<file path="config.mk">
export PLATFORM = sky130hd
export DESIGN_NAME = hv_pwm_intb_encode_sched
export DESIGN_NICKNAME = d
export VERILOG_FILES = /design/src/rtl/hv_pwm_intb_encode_sched.sv
export SDC_FILE = /design/constraint.sdc
export NUM_CORES = 1
export LEC_CHECK = 0
export BUFFER_PORTS_ARGS = -buffer_cell sky130_fd_sc_hd__buf_4
export CAP_MARGIN = 10
export CORE_ASPECT_RATIO = 1.1
export CORE_MARGIN = 4
export CORE_UTILIZATION = 50
export DETAILED_ROUTE_END_ITERATION = 12
export PLACE_DENSITY = 0.72
export SETUP_SLACK_MARGIN = 0.4
export SLEW_MARGIN = 30
export SYNTH_ARGS = -nofsm -noshare
export SYNTH_HDL_FRONTEND = slang
export SYNTH_SLANG_ARGS = --single-unit
export TNS_END_PERCENT = 50
</file>
<file path="constraint.sdc">
create_clock -name i_clk -period 5.44 [get_ports i_clk]
set_input_delay 0.544 -clock i_clk [delete_from_list [all_inputs] [get_ports i_clk]]
set_output_delay 0.544 -clock i_clk [all_outputs]
set_load 0.01 [all_outputs]
</file>
<file path="src/rtl/hv_pwm_intb_encode_sched.sv">
// ---------------------------------------------------------------------------
// hv_pwm_intb_encode_sched
// HV-side scheduler for the single PWM-encoded intb wire to the LV die.
// Set requests become a 1-low-pulse frame (assert intb); clear requests become
// a 3-low-pulse frame (release intb). Every frame closes with an idle-high gap.
// An optional refresh timer re-sends the current state after a quiet period.
//
// Ports:
//   i_clk            block clock
//   i_rst            synchronous reset, active-high
//   i_enable         1 = frames may start, 0 = hold in IDLE (pendings kept)
//   i_set_req        one-cycle request to assert intb
//   i_clr_req        one-cycle request to release intb
//   o_hv_pwm_intb_n  registered PWM line, idle high
//   o_busy           1 while a frame is in progress
//   o_set_ack        one-cycle pulse when a set frame completes
//   o_clr_ack        one-cycle pulse when a clear frame completes
//   o_intb_state     last state fully sent (1 = asserted)
// ---------------------------------------------------------------------------

// Elaboration-time legality checks on the timing parameters.
module hv_pwm_intb_encode_sched_chk #(
   parameter int LOW_CYC     = 6,
   parameter int HIGH_CYC    = 6,
   parameter int GAP_CYC     = 16,
   parameter int REFRESH_CYC = 1024,
   parameter int CNT_W       = 11
) ();
   if (LOW_CYC < 5 || LOW_CYC > 7) begin : g_bad_low
      $error("LOW_CYC must be in 5..7");
   end
   if (HIGH_CYC < 5 || HIGH_CYC > 7) begin : g_bad_high
      $error("HIGH_CYC must be in 5..7");
   end
   if (GAP_CYC < 12) begin : g_bad_gap
      $error("GAP_CYC must be >= 12");
   end
   if ((64'd1 << CNT_W) <= 64'(GAP_CYC) || (64'd1 << CNT_W) <= 64'(REFRESH_CYC)) begin : g_bad_cnt
      $error("CNT_W too narrow for GAP_CYC/REFRESH_CYC");
   end
endmodule

module hv_pwm_intb_encode_sched #(
   parameter int LOW_CYC     = 6,
   parameter int HIGH_CYC    = 6,
   parameter int GAP_CYC     = 16,
   parameter int REFRESH_CYC = 1024,
   parameter int CNT_W       = 11
) (
   input  logic i_clk,
   input  logic i_rst,
   input  logic i_enable,
   input  logic i_set_req,
   input  logic i_clr_req,
   output logic o_hv_pwm_intb_n,
   output logic o_busy,
   output logic o_set_ack,
   output logic o_clr_ack,
   output logic o_intb_state
);

   typedef enum logic [1:0] {S_IDLE = 2'd0, S_LOW = 2'd1, S_HIGH = 2'd2, S_GAP = 2'd3} state_t;
   typedef enum logic [1:0] {K_SET = 2'd0, K_CLR = 2'd1, K_REF = 2'd2} kind_t;

   localparam logic [CNT_W-1:0] LOW_LAST  = CNT_W'(LOW_CYC - 1);
   localparam logic [CNT_W-1:0] HIGH_LAST = CNT_W'(HIGH_CYC - 1);
   localparam logic [CNT_W-1:0] GAP_LAST  = CNT_W'(GAP_CYC - 1);
   // With refresh disabled the idle timer parks at zero and never matches.
   localparam logic [CNT_W-1:0] REF_LAST  = CNT_W'((REFRESH_CYC > 0) ? (REFRESH_CYC - 1) : 0);
   localparam logic             REF_EN    = (REFRESH_CYC != 0) ? 1'b1 : 1'b0;

   state_t           r_state;
   kind_t            r_kind;
   logic [CNT_W-1:0] r_timer;
   logic [1:0]       r_pulse_left;
   logic             r_set_pend;
   logic             r_clr_pend;

   state_t           w_state_nxt;
   kind_t            w_kind_nxt;
   logic [CNT_W-1:0] w_timer_nxt;
   logic [1:0]       w_pulse_nxt;
   logic             w_set_eff;
   logic             w_clr_eff;
   logic             w_take_set;
   logic             w_take_clr;
   logic             w_done;

   hv_pwm_intb_encode_sched_chk #(
      .LOW_CYC(LOW_CYC), .HIGH_CYC(HIGH_CYC), .GAP_CYC(GAP_CYC),
      .REFRESH_CYC(REFRESH_CYC), .CNT_W(CNT_W)
   ) u_chk ();

   // Next-state, timer and frame bookkeeping.
   always_comb begin
      // A request arriving this cycle counts as pending right away; set wins
      // over clear, and a set (new or latched) cancels any latched clear.
      w_set_eff   = r_set_pend | i_set_req;
      w_clr_eff   = ~w_set_eff & (r_clr_pend | i_clr_req);
      w_state_nxt = r_state;
      w_kind_nxt  = r_kind;
      w_timer_nxt = r_timer;
      w_pulse_nxt = r_pulse_left;
      w_take_set  = 1'b0;
      w_take_clr  = 1'b0;
      w_done      = 1'b0;
      case (r_state)
         S_IDLE: begin
            if (i_enable && w_set_eff) begin
               w_state_nxt = S_LOW;
               w_timer_nxt = {CNT_W{1'b0}};
               w_pulse_nxt = 2'd1;
               w_kind_nxt  = K_SET;
               w_take_set  = 1'b1;
            end else if (i_enable && w_clr_eff) begin
               w_state_nxt = S_LOW;
               w_timer_nxt = {CNT_W{1'b0}};
               w_pulse_nxt = 2'd3;
               w_kind_nxt  = K_CLR;
               w_take_clr  = 1'b1;
            end else if (i_enable && REF_EN && (r_timer == REF_LAST)) begin
               w_state_nxt = S_LOW;
               w_timer_nxt = {CNT_W{1'b0}};
               w_pulse_nxt = o_intb_state ? 2'd1 : 2'd3;
               w_kind_nxt  = K_REF;
            end else if (i_enable && (r_timer < REF_LAST)) begin
               // Reaching here with i_enable=1 implies nothing is pending.
               w_timer_nxt = r_timer + 1'b1;
            end else begin
               w_timer_nxt = r_timer;
            end
         end
         S_LOW: begin
            if (r_timer == LOW_LAST) begin
               w_timer_nxt = {CNT_W{1'b0}};
               w_pulse_nxt = r_pulse_left - 2'd1;
               w_state_nxt = (r_pulse_left > 2'd1) ? S_HIGH : S_GAP;
            end else begin
               w_timer_nxt = r_timer + 1'b1;
            end
         end
         S_HIGH: begin
            if (r_timer == HIGH_LAST) begin
               w_timer_nxt = {CNT_W{1'b0}};
               w_state_nxt = S_LOW;
            end else begin
               w_timer_nxt = r_timer + 1'b1;
            end
         end
         S_GAP: begin
            if (r_timer == GAP_LAST) begin
               w_timer_nxt = {CNT_W{1'b0}};
               w_state_nxt = S_IDLE;
               w_done      = 1'b1;
            end else begin
               w_timer_nxt = r_timer + 1'b1;
            end
         end
         default: begin
            w_state_nxt = S_IDLE;
            w_timer_nxt = {CNT_W{1'b0}};
            w_pulse_nxt = 2'd0;
         end
      endcase
   end

   // State, pendings and registered outputs.
   always_ff @(posedge i_clk) begin
      if (i_rst) begin
         r_state         <= S_IDLE;
         r_kind          <= K_SET;
         r_timer         <= {CNT_W{1'b0}};
         r_pulse_left    <= 2'd0;
         r_set_pend      <= 1'b0;
         r_clr_pend      <= 1'b0;
         o_hv_pwm_intb_n <= 1'b1;
         o_busy          <= 1'b0;
         o_set_ack       <= 1'b0;
         o_clr_ack       <= 1'b0;
         o_intb_state    <= 1'b0;
      end else begin
         r_state         <= w_state_nxt;
         r_kind          <= w_kind_nxt;
         r_timer         <= w_timer_nxt;
         r_pulse_left    <= w_pulse_nxt;
         r_set_pend      <= w_set_eff & ~w_take_set;
         r_clr_pend      <= w_clr_eff & ~w_take_clr;
         // Line and busy follow next-state so they change on the decision edge.
         o_hv_pwm_intb_n <= (w_state_nxt != S_LOW);
         o_busy          <= (w_state_nxt != S_IDLE);
         o_set_ack       <= w_done && (r_kind == K_SET);
         o_clr_ack       <= w_done && (r_kind == K_CLR);
         if (w_done && (r_kind == K_SET)) begin
            o_intb_state <= 1'b1;
         end else if (w_done && (r_kind == K_CLR)) begin
            o_intb_state <= 1'b0;
         end else begin
            o_intb_state <= o_intb_state;
         end
      end
   end

endmodule
</file>
=== After elaboration in Yosys (flattened, before gate mapping) ===
Index checks and enable logic that the tools add are counted.

* Register bits after elaboration: 24
* Output and inout port bits: 5
* Bits of input ports: 5
* Logic and storage cells: 82

* Reduce and logical (&&, ||, !) cells: 15
* Add/sub/neg operators: 2
* Bitwise logic cells: 8
* Eq/ne operators: 11
* Mux-type cells: 33
* Order comparisons: 2

{| class="wikitable"
|+ Operators by type and width
! operator !! number
|-
| 11-bit 2-to-1 mux || 6
|-
| 11-bit case mux with 3 select lines || 1
|-
| 2-bit 2-to-1 mux || 14
|-
| 11-bit by 1-bit adder with 11-bit output (second input constant) || 1
|-
| 11-bit by 10-bit equality test with 1-bit output (second input constant) || 1
|-
| 11-bit by 3-bit equality test with 1-bit output (second input constant) || 1
|-
| 11-bit by 4-bit equality test with 1-bit output (second input constant) || 1
|-
| 11-bit by 10-bit < comparator with 1-bit output (second input constant) || 1
|-
| 1-bit 2-to-1 mux || 10
|-
| 2-bit case mux with 4 select lines || 1
|-
| 1-bit logical AND || 6
|-
| 2-bit nonzero test || 3
|-
| 5-bit != test (second input constant) || 1
|-
| 2-bit by 1-bit equality test with 1-bit output (second input constant) || 2
|-
| 2-bit equality test (second input constant) || 2
|-
| 2-bit logical NOT || 2
|-
| 4-bit != test (second input constant) || 1
|-
| 2-bit case mux with 2 select lines || 1
|-
| 1-bit bitwise AND || 3
|-
| 1-bit inverter || 3
|-
| 3-bit AND reduction || 1
|-
| 3-bit nonzero test || 1
|-
| 2-bit by 1-bit greater-than comparator with 1-bit output (second input constant) || 1
|-
| 2-bit by 1-bit != test with 1-bit output (second input constant) || 1
|-
| 5 further kinds || 6
|}

=== Longest topological paths before layout ===
* Word-level depth: 9
* Depth in mapped cells: 8
* Mapped depth without buffers: 8

=== Least setup slack after synthesis ===
No wires, ideal clock.

* Path type: input to register
* Start: input i_set_req
* End: register r_timer[5]
* Data required time: 5381 ps
* Data arrival time: 2065 ps
* Stages: 5
* Setup time: 59 ps
* Path buffers: 0
* Path slack: 3316 ps
* Path through: or4_1 > o21ai_0 > nand4b_4 > o21ai_0 > a22o_1

* Word-level cells in the longest chain between the ends: 7
* Elaborated cells on any way between the ends: 9
* Classes of those cells: 1 x eq/ne; 3 x mux; 3 x bitwise; 2 x reduce/logical

{| class="wikitable"
|+ RTL lines
! element !! RTL line !! RTL
|-
| start: declaration || 53 || <nowiki>input logic i_set_req,</nowiki>
|-
| 1-bit OR (*) || 98 || <nowiki>w_set_eff = r_set_pend | i_set_req;</nowiki>
|-
| 1-bit inverter || 99 || <nowiki>w_clr_eff = ~w_set_eff & (r_clr_pend | i_clr_req);</nowiki>
|-
| 1-bit bitwise AND || 99 ||
|-
| 1-bit logical AND || 115 || <nowiki>end else if (i_enable && w_clr_eff) begin</nowiki>
|-
| 11-bit 2-to-1 mux || 115 ||
|-
| 11-bit 2-to-1 mux || 109 || <nowiki>if (i_enable && w_set_eff) begin</nowiki>
|-
| 11-bit case mux with 3 select lines || 107 || <nowiki>case (r_state)</nowiki>
|-
| end signal: assignment || 172 || <nowiki>r_timer <= {CNT_W{1'b0}};</nowiki>
|-
| end signal: assignment || 184 || <nowiki>r_timer <= w_timer_nxt;</nowiki>
|-
| end: declaration || 74 || <nowiki>logic [CNT_W-1:0] r_timer;</nowiki>
|}

Every way passes the cells marked *; elsewhere a longest branch is shown, timed or not.
A chain may end at the register's enable or synchronous reset.

=== Worst setup path in the final report ===
* Start: register r_timer[0]
* End: register r_timer[9]

* Word-level cells in the longest chain between the ends: 6
* Elaborated cells on any way between the ends: 15
* Classes of those cells: 1 x add/sub; 1 x order compare; 4 x eq/ne; 7 x mux; 2 x reduce/logical

{| class="wikitable"
|+ RTL lines
! element !! RTL line !! RTL
|-
| 11-bit by 1-bit adder with 11-bit output or 11-bit by 10-bit equality test with 1-bit output (tied branches) || - ||
|-
| 11-bit 2-to-1 mux or 1-bit logical AND (tied branches) || 126, 121 ||
|-
| 11-bit 2-to-1 mux || 121 || <nowiki>end else if (i_enable && REF_EN && (r_timer == REF_LAST)) begin</nowiki>
|-
| 11-bit 2-to-1 mux || 115 ||
|-
| 11-bit 2-to-1 mux || 109 ||
|-
| 11-bit case mux with 3 select lines || 107 ||
|}

Parallel ways exist; a longest one is shown, timed or not. The select of a mux whose other input is x is not followed.

==> impl_metrics.tcl <==
set metrics [dict create \
    cts_root_buffer "clkbuf_4" \
    layout-drive-gt1-share_pct 10.8 \
    maxSlewViolCount 0 \
    wl_per_cell_um 14.3 \
    die_w_um 56.1 \
    synth_area_leaders "dfxtp_1 (38%), ha_1 (6.9%), nor2_1 (5.0%), a22o_1 (4.1%), nor3_1 (3.5%)" \
    die_h_um 61.0 \
    cpMaxStageDelayCell "dfxtp_1" \
    peakVddDrop_v 0.000188 \
    core_area_sq_mm 0.00234 \
    end_kind "flip-flop" \
    dieArea_sq_mm 0.00342 \
    path_buf_inv 0 \
    r2r_end "r_timer[9]$_SDFFE_PP0P_" \
    synth_cell_type_count 41 \
    synth_xor_area_share_pct 2.06 \
    maxSlewHeadroom_pct 57.3 \
    place_congestion 0.855 \
    num_rows 18 \
    setup_violations 0 \
    antenna_found_initial 0 \
    areaGrowthSynthToFinish_pct 9.42 \
    synthAdderAreaFrac_pct 6.87 \
    fin_crit_sh_pct 40.5 \
    htreeDepth 1 \
    wl_mm 2.68 \
    ys_seq_elements 24 \
    worst_pin_slew_ns 0.634 \
    grt_pass1_wl_mm 4.85 \
    post_cts_buffers 0 \
    synth_top_area_share_pct 37.7 \
    io_pins 10 \
    tns_ns 0 \
    overflow 0 \
    min_path_type "reg -> reg" \
    hp-start "r_kind[1]$_SDFFE_PP0P_" \
    cts_buffers 3 \
    cts_tree "built" \
    fmax_ghz 0.454 \
    reg2regPathDepth 7 \
    status "completed" \
    synth_largest_area_cell "dfxtp_1" \
    maxCapViolCount 0 \
    first_iter_violations 18 \
    io_buffer_count 9 \
    clockBufferDepth 2 \
    rsz0062_at_grt "no" \
    grt_max_degree 17 \
    p_leak_nw 0.541 \
    min_period_ns 2.20 \
    dp_hpwl_mm 2.00 \
    total_power_w 0.000394 \
    holdPathStages 2 \
    path_delay_family "simple AND/OR/NAND/NOR gates" \
    viasPerCell 5.76 \
    rrSetupSlack_ns 3.24 \
    hold_violations 0 \
    yosysWarnings 0 \
    max_stage_delay_ns 0.43 \
    antennaDiodeCount 0 \
    synthSimpleGateAreaFrac_pct 29.9 \
    start_kind "flip-flop" \
    start_util_pct 54.4 \
    worstSetupPathType "reg -> reg" \
    syn_inst 147 \
    numClockSinks 24 \
    hold_buffers 0 \
    worstHoldEndpoint "r_kind[1]$_SDFFE_PP0P_" \
    clk_latency_ns 0.32 \
    post_cts_resized 0 \
    vias 1077 \
    dr.pass1.iters 4 \
    power.density_mw_per_mm2 282 \
    final_nets 171 \
    worst_ep_required_time_ns 5.67 \
    skew_ns 0.00300 \
    synth_top_family_by_area "simple AND/OR/NAND/NOR gates" \
    cp.arrival_ns 2.43 \
    yosysSeqAreaShare_pct 37.7 \
    synthMuxAreaShare_pct 1.57 \
    syn_area_sq_mm 0.00127 \
    synth_compound_area_share_pct 19.2 \
    path_max_fanout 10 \
    ant_nets 0 \
    clk_pin_slew_worst_paths_ns 0.12 \
    drc 0 \
    avgSynthCellArea_sq_um 8.67 \
    grt_pass1_vias 1096 \
    r2r-start "r_timer[0]$_SDFFE_PP0P_" \
    track_usage_pct 18.2 \
    worstPathCellList "ha_1 > nand3_1 > o31a_1 > or3_4 > nand4b_4 > nor2_4 > a22o_1" \
    syn-num-nets 159 \
]
==> cell usage after synthesis <==
| library cell | instances |
|---|---|
| a211o_1 | 1 |
| a211oi_1 | 4 |
| a21boi_1 | 1 |
| a21oi_1 | 3 |
| a221oi_1 | 2 |
| a221oi_2 | 1 |
| a22o_1 | 6 |
| a22oi_1 | 1 |
| a31oi_1 | 1 |
| and2b_1 | 1 |
| and3_1 | 3 |
| and3b_1 | 1 |
| and4_1 | 1 |
| clkbuf_1 | 2 |
| dfxtp_1 | 24 |
| ha_1 | 7 |
| inv_1 | 7 |
| mux2i_1 | 2 |
| nand2_1 | 9 |
| nand2b_1 | 3 |
| nand3_1 | 6 |
| nand3b_1 | 1 |
| nand4_1 | 2 |
| nand4b_4 | 1 |
| nor2_1 | 17 |
| nor2_4 | 1 |
| nor2b_1 | 3 |
| nor3_1 | 9 |
| nor3b_1 | 2 |
| nor4_1 | 3 |
| o21ai_0 | 8 |
| o21ai_1 | 2 |
| o21bai_1 | 1 |
| o311ai_1 | 1 |
| o31a_1 | 1 |
| o31a_2 | 1 |
| or3_1 | 2 |
| or3_4 | 1 |
| or4_1 | 2 |
| xnor2_1 | 2 |
| xor2_1 | 1 |
==> where the power goes <==
| group | internal (W) | leakage, nW | switching [W] |
|---|---|---|---|
| logic | 0.0000483 | 0.332 | 0.0000642 |
| registers | 0.000191 | 0.195 | 0.0000118 |
| clock network | 0.0000260 | 0.0138 | 0.0000519 |
==> cells in the final DEF (no fill, tap or decap), drive strengths merged, types with 2 or more instances in the layout <==
master	Yosys	routed
nand2b	3	3
o21ai	10	10
nor3b	2	2
or4	2	2
clkbuf	2	3
a22o	6	6
xnor2	2	2
a211oi	4	4
nand2	9	9
nand4	2	2
nand3	6	6
nor4	3	3
nor2b	3	3
inv	7	7
dfxtp	24	24
nor2	18	18
o31a	2	2
nor3	9	9
ha	7	7
a21oi	3	3
mux2i	2	2
buf	0	9
or3	3	3
and3	3	3
a221oi	3	3
==> routing by layer <==
metal / wire, um / vias to the layer above / GRT usage, %
li1: - / 565 / -
met1: 1340 / 485 / 23.6
met2: 1210 / 21 / 29.9
met3: 69 / 6 / 1.91
met4: 59 / 0 / 10.8
met5: 0 / - / 0
==> logic make-up after synthesis <==
kind of cell	after synthesis
fa+ha+maj	7
mux	2
flops	24
buf+inv	9
simple gates	68
compound gates	34
xor+xnor	3
==> layout make-up <==
| type | count | area, sq um |
|---|---|---|
| inverter | 7 | 26.3 |
| clock buffer | 3 | 22.5 |
| fill | 218 | 947 |
| multi-input combinational | 114 | 761 |
| sequential | 24 | 480 |
| timing repair buffer | 9 | 67.6 |
| tap | 30 | 37.5 |
==> worst max path at each step <==
stage / startpoint / endpoint / slack (ns) / depth (start not counted)
2_1_floorplan: i_set_req / r_timer[5]$_SDFFE_PP0P_ / 3.32 / 5
6_report: r_timer[0]$_SDFFE_PP0P_ / r_timer[9]$_SDFFE_PP0P_ / 3.24 / 7
4_1_cts: r_timer[0]$_SDFFE_PP0P_ / o_busy$_SDFF_PP0_ / 3.22 / 7
3_5_place_dp: i_set_req / r_timer[9]$_SDFFE_PP0P_ / 2.94 / 6
3_3_place_gp: i_set_req / r_timer[9]$_SDFFE_PP0P_ / 3.07 / 6
5_1_grt: r_timer[0]$_SDFFE_PP0P_ / r_timer[5]$_SDFFE_PP0P_ / 3.00 / 7
==> sequential cells by signal (all words and copies together), names as in the netlist <==
| name | flops |
|---|---|
| r_clr_pend | 1 |
| o_busy | 1 |
| o_intb_state | 1 |
| r_timer | 11 |
| r_set_pend | 1 |
| o_hv_pwm_intb_n | 1 |
| o_set_ack | 1 |
| r_pulse_left | 2 |
| r_kind | 2 |
| o_clr_ack | 1 |
| r_state | 2 |
==> through the flow <==
| stage | cell area [sq um] | hold WS (ns) | instances | utilization, % | worst slack, ns |
|---|---|---|---|---|---|
| 6_report | 1400 | 0.501 | 187 | 59.6 | 3.24 |
| 2_1_floorplan | 1270 | 0.440 | 147 | - | 3.32 |
| 3_5_place_dp | 1370 | 0.472 | 184 | 58.6 | 2.94 |
| 4_1_cts | 1400 | 0.494 | 187 | 59.6 | 3.22 |
| 3_3_place_gp | 1370 | 0.466 | 184 | 58.6 | 3.07 |
| 5_1_grt | 1400 | 0.497 | 187 | 59.6 | 3.00 |
==> worst reg2reg max path: stages, from the launching register on <==
cell and delay (ns):
dfxtp_1 0.43, ha_1 0.26, nand3_1 0.19, o31a_1 0.38
or3_4 0.37, nand4b_4 0.18, nor2_4 0.07, a22o_1 0.22
(Power assumes the default switching activity.)
